<file path="src/rtl/imem_loader.sv">
// imem_loader: byte-stream to instruction-memory loader; IMEM_LOADER_CHECKSUM_EN adds a trailing checksum byte check
module imem_loader #(
    parameter int ADDR_W = 10
) (
    input  logic              clk,
    input  logic              rst_n,
    input  logic              start,
    input  logic [ADDR_W:0]   len,
    input  logic              in_valid,
    input  logic [7:0]        in_data,
    output logic              in_ready,
    output logic              mem_we,
    output logic [ADDR_W-1:0] mem_addr,
    output logic [31:0]       mem_wdata,
    output logic              cpu_hold,
    output logic              busy,
    output logic              done,
    output logic              err
);
`ifdef IMEM_LOADER_CHECKSUM_EN
    typedef enum logic [2:0] {IDLE, RECV, WRITE, CHECK, DONE} state_t;
    logic [7:0] sum;
`else
    typedef enum logic [2:0] {IDLE, RECV, WRITE, DONE} state_t;
`endif
    localparam logic [ADDR_W:0] MAX_LEN = {1'b1, {ADDR_W{1'b0}}};
    state_t          state;
    logic [ADDR_W:0] len_r, cnt, cnt_nx;
    logic [1:0]      idx;
    logic            acc;
    assign acc      = in_valid & in_ready;
    assign cnt_nx   = cnt + 1'b1;
    assign cpu_hold = busy;
`ifndef IMEM_LOADER_CHECKSUM_EN
    assign err = 1'b0;
`endif
    // load sequencer: all outputs registered alongside the state transitions
    always_ff @(posedge clk or negedge rst_n) begin
        if (!rst_n) begin
            state     <= IDLE;
            in_ready  <= 1'b0;
            mem_we    <= 1'b0;
            mem_addr  <= '0;
            mem_wdata <= '0;
            busy      <= 1'b0;
            done      <= 1'b0;
            len_r     <= '0;
            cnt       <= '0;
            idx       <= '0;
`ifdef IMEM_LOADER_CHECKSUM_EN
            sum       <= '0;
            err       <= 1'b0;
`endif
        end else begin
            mem_we <= 1'b0;
            done   <= 1'b0;
            case (state)
                IDLE: if (start) begin
                    len_r    <= (len > MAX_LEN) ? MAX_LEN : len;
                    cnt      <= '0;
                    idx      <= '0;
                    mem_addr <= '0;
                    busy     <= 1'b1;
`ifdef IMEM_LOADER_CHECKSUM_EN
                    sum      <= '0;
                    err      <= 1'b0;
`endif
                    if (len == '0) begin
                        state <= DONE;
                        done  <= 1'b1;
                    end else begin
                        state    <= RECV;
                        in_ready <= 1'b1;
                    end
                end
                RECV: if (acc) begin
                    mem_wdata[{idx, 3'b000} +: 8] <= in_data;
                    idx <= idx + 1'b1;
`ifdef IMEM_LOADER_CHECKSUM_EN
                    sum <= sum + in_data;
`endif
                    if (idx == 2'd3) begin
                        state    <= WRITE;
                        in_ready <= 1'b0;
                        mem_we   <= 1'b1;
                    end
                end
                WRITE: begin
                    cnt <= cnt_nx;
                    if (cnt_nx == len_r) begin
`ifdef IMEM_LOADER_CHECKSUM_EN
                        state    <= CHECK;
                        in_ready <= 1'b1;
`else
                        state    <= DONE;
                        done     <= 1'b1;
`endif
                    end else begin
                        mem_addr <= mem_addr + 1'b1;
                        state    <= RECV;
                        in_ready <= 1'b1;
                    end
                end
`ifdef IMEM_LOADER_CHECKSUM_EN
                // checksum byte must bring the total byte sum to zero mod 256
                CHECK: if (acc) begin
                    err      <= (in_data + sum) != 8'd0;
                    state    <= DONE;
                    done     <= 1'b1;
                    in_ready <= 1'b0;
                end
`endif
                DONE: begin
                    state <= IDLE;
                    busy  <= 1'b0;
                end
                default: state <= IDLE;
            endcase
        end
    end
endmodule
</file>
<file path="config.mk">
export PLATFORM = sky130hd
export DESIGN_NAME = imem_loader
export DESIGN_NICKNAME = d
export VERILOG_FILES = /design/src/rtl/imem_loader.sv
export SDC_FILE = /design/constraint.sdc
export NUM_CORES = 1
export LEC_CHECK = 0
export ABC_AREA = 1
export CAP_MARGIN = 30
export CORE_ASPECT_RATIO = 0.7
export CORE_MARGIN = 10
export CORE_UTILIZATION = 31
export CTS_CLUSTER_SIZE = 24
export DETAILED_ROUTE_END_ITERATION = 12
export SYNTH_ARGS = -nofsm -noshare
export SYNTH_HDL_FRONTEND = slang
export SYNTH_SLANG_ARGS = --single-unit
</file>
<file path="constraint.sdc">
create_clock -name clk -period 2.87 [get_ports clk]
set_input_delay 0.574 -clock clk [delete_from_list [all_inputs] [get_ports clk]]
set_output_delay 0.574 -clock clk [all_outputs]
set_load 0.01 [all_outputs]
</file>
==> results.md <==
* Yosys top cell area share at 0.490
* Comb power frac at 0.353
* Commonest cells after routing, fill and taps aside: nand2_1, dfrtp_1, nand3_1
* Routability cong. at 0.843
* Reg2reg path depth at 13
* Vias in the first global route at 3342
* Period minus WS final at 2.33 ns
* Drt initial violations at between 150 and 200
* FMAX at 429 MHz
* Pint at approximately 0.0028 W
* Max transition margin at 0.613
* Hpwl dp at 7730 um
* Origin of the critical flop-to-flop path: cnt[0]
* Share of layout cells above drive strength 1 at 0.0649
* # hold bufs at CTS at 0
* Net switching fraction of the power at 0.343
* Synth warn at 0
* Worst hold path class: primary input to asynchronous set/reset pin
* Final period util at 0.813
* CP Data Required Time at 3.14 ns
* Sw Pwr at 0.00144 W
* Initial antenna violation count at 0
* Worst Tran Pin Value at about 0.58 ns
* Height of the die at 111 um
* Setup Buffers After CTS at 0
* Nets at 565
* PostCTS Resize Cnt at 0
* Fillers at around 1200
* Post-DP Area at 4560 um^2
* Gr usage total at 0.127
* Initial core utilization at 0.315
* Setup TNS at 0 ns
* Fin Clk Skew at 0.00375 ns
* Sequential share of power at 0.352
* Cell Area, Synth at 3670 um^2
* Seq cells post-synth at 72
* I/O pins at between 70 and 80
* Sequential area share after synthesis at 0.490
* Synthesized area per cell at 8.02 um^2
* Startpoint types: register
* DR WL/cell at 15.0 um
* Most common cell after layout, fill and taps aside: nand2_1
* Die area at roughly 17000 um^2
* Pre-CTS setup slack at 0.586 ns
* Cells after synthesis at 458
* # H-tree levels at 3
* Sink Count at 72
* CTS tree: done
* Final Core Density at 0.420
* CTS Buffer Depth at 2
* Worst setup margin at 0.537 ns
* Detail Route Antenna Nets at 0
* Final setup vio count at 0
* Clk pwr share at 0.295
* Leak at 2.25 nW
* Grt ovf at 0
* R2R Path End: mem_addr[7]
* Clock-pin slew of the registers on the worst-case setup and hold paths at 0.06 ns
* First drt pass iteration count at 5
* Drc violations at 0
* Fin. max-slew vios at 0
* Final WL at between 10000 and 15000 um
* Root buf cell: clkbuf_16
* Arr. time, crit path at 2.60 ns
* Pin count of the biggest net entering global routing at 45
* Via/cell ratio at 4.85
* Synth cell types at 30
* Syn Nets at 489
* Global-route wire length before repair at 17200 um
* Die width at 150 um
* Num CTS Buffers at 9
* Reg2Reg Setup Slack at 0.54 ns
* Synth area leaders: dfrtp_1, nand2_1, nand3_1
* Status: finished clean
* Rows at 33
* Final Hold Vio Count at 0
* Crit Path Category: register to register
* Number of antenna diodes at 0
* Pwr Density at 861 nW/um^2
* Post-route cell area at 4890 um^2
* Maxcap violations at 0
* Worst-path fanout max at 11
* VDD IR max at 444 uV
* Port bufs at 69
* Worst skew pair latency at ~0.33 ns
* CP Capture Type: register
* Area Overhead vs Synth at 33.2%
* RSZ-0062 raised after global routing: false
* Post-synth top area cell: dfrtp_1
* Core Region at 11600 um^2
* Routed vias at 3377
## how the worst max path moves through the flow
stage / cells past startpoint / endpoint / startpoint
finish: 13 / mem_addr[7] / cnt[0]
global route: 13 / mem_addr[6] / cnt[0]
CTS: 13 / mem_addr[8] / cnt[0]
detailed placement: 13 / mem_addr[8] / cnt[0]
global placement: 7 / mem_wdata[24] / in_valid
floorplan: 7 / mem_wdata[0] / idx[0]
## state kept, by name, indices dropped and copies added, names as in the netlist
signal,cells
mem_wdata,32
cnt,11
len_r,11
mem_addr,10
idx,2
state,2
busy,1
done,1
in_ready,1
mem_we,1
## worst max-delay path, stage by stage (launching register included)
cell and delay (ns):
dfrtp_1 0.47, ha_1 0.28, nand2_2 0.12, nor2_2 0.14
nand2_1 0.13, o21ai_2 0.16, nand2_1 0.09, nand2_1 0.07
nand2_1 0.06, nor2_2 0.14, nand3_2 0.25, nand2_4 0.21
nand3_1 0.09, nand2_1 0.06
## Yosys cell counts
master	n
o21a_1	8
o22ai_1	6
buf_4	2
nand2_1	118
and2_1	1
nand3_1	71
nor3_1	3
clkinv_1	1
nand3b_1	1
dfrtp_1	72
xnor2_1	3
inv_1	36
a21oi_1	2
nand2_4	1
buf_6	1
xor2_1	6
nor2_1	32
clkbuf_1	8
nand4_1	13
o21ai_0	48
o31ai_1	1
ha_1	8
nand3_2	2
nand2_2	2
o21ai_1	1
o21ai_2	1
conb_1	1
nor2_2	4
buf_2	3
nor4_1	2
## per-stage QoR
step	total power [W]	hold slack [ns]	std cells
4_1_cts	0.00426	0.0532	696
3_5_place_dp	0.00299	0.408	680
6_report	0.00421	0.0613	696
5_1_grt	0.00452	0.0593	696
2_1_floorplan	0.00227	0.278	458
3_3_place_gp	0.00298	0.407	680
## cell families (layout without fill, tap and decap cells)
family                     count (synthesis)  after routing  share of synthesized area
DFF                                       72             72                      0.490
adders and majority gates                  8              8                     0.0272
xor gates and xnor gates                   9              9                     0.0215
AOI/OAI and AO/OA                         67             67                      0.100
and+or+nand+nor                          250            250                      0.302
other                                      1              1                    0.00102
buffers and inverters                     51            132                     0.0572
## power groups by stage
stage                     Sequential, W  Combinational [W]  Clock [W]
after global routing            0.00153            0.00167    0.00132
after CTS                       0.00149            0.00150    0.00127
final                           0.00148            0.00149    0.00124
after global placement          0.00150            0.00148          0
after floorplan                 0.00154           0.000726          0
after detailed placement        0.00150            0.00149          0
## cell type report
type,instances,area (um^2),share of cell area
Clock buffer,14,274,0.0560
Clock inverter,2,60.1,0.0123
Inverter,37,139,0.0284
Multi-Input combinational cell,335,1660,0.340
Sequential cell,72,1800,0.368
Tap cell,157,196,0.0401
Timing Repair Buffer,79,761,0.155
## metal layers
layer | vias up | track usage | share of wire
met3 | 9 | 0.0367 | 0.061
li1 | 1678 | - | -
met5 | - | 0 | 0
met2 | 99 | 0.190 | 0.45
met4 | 0 | 0.0362 | 0.0099
met1 | 1591 | 0.173 | 0.48
Power figures use the tool's default switching activity.
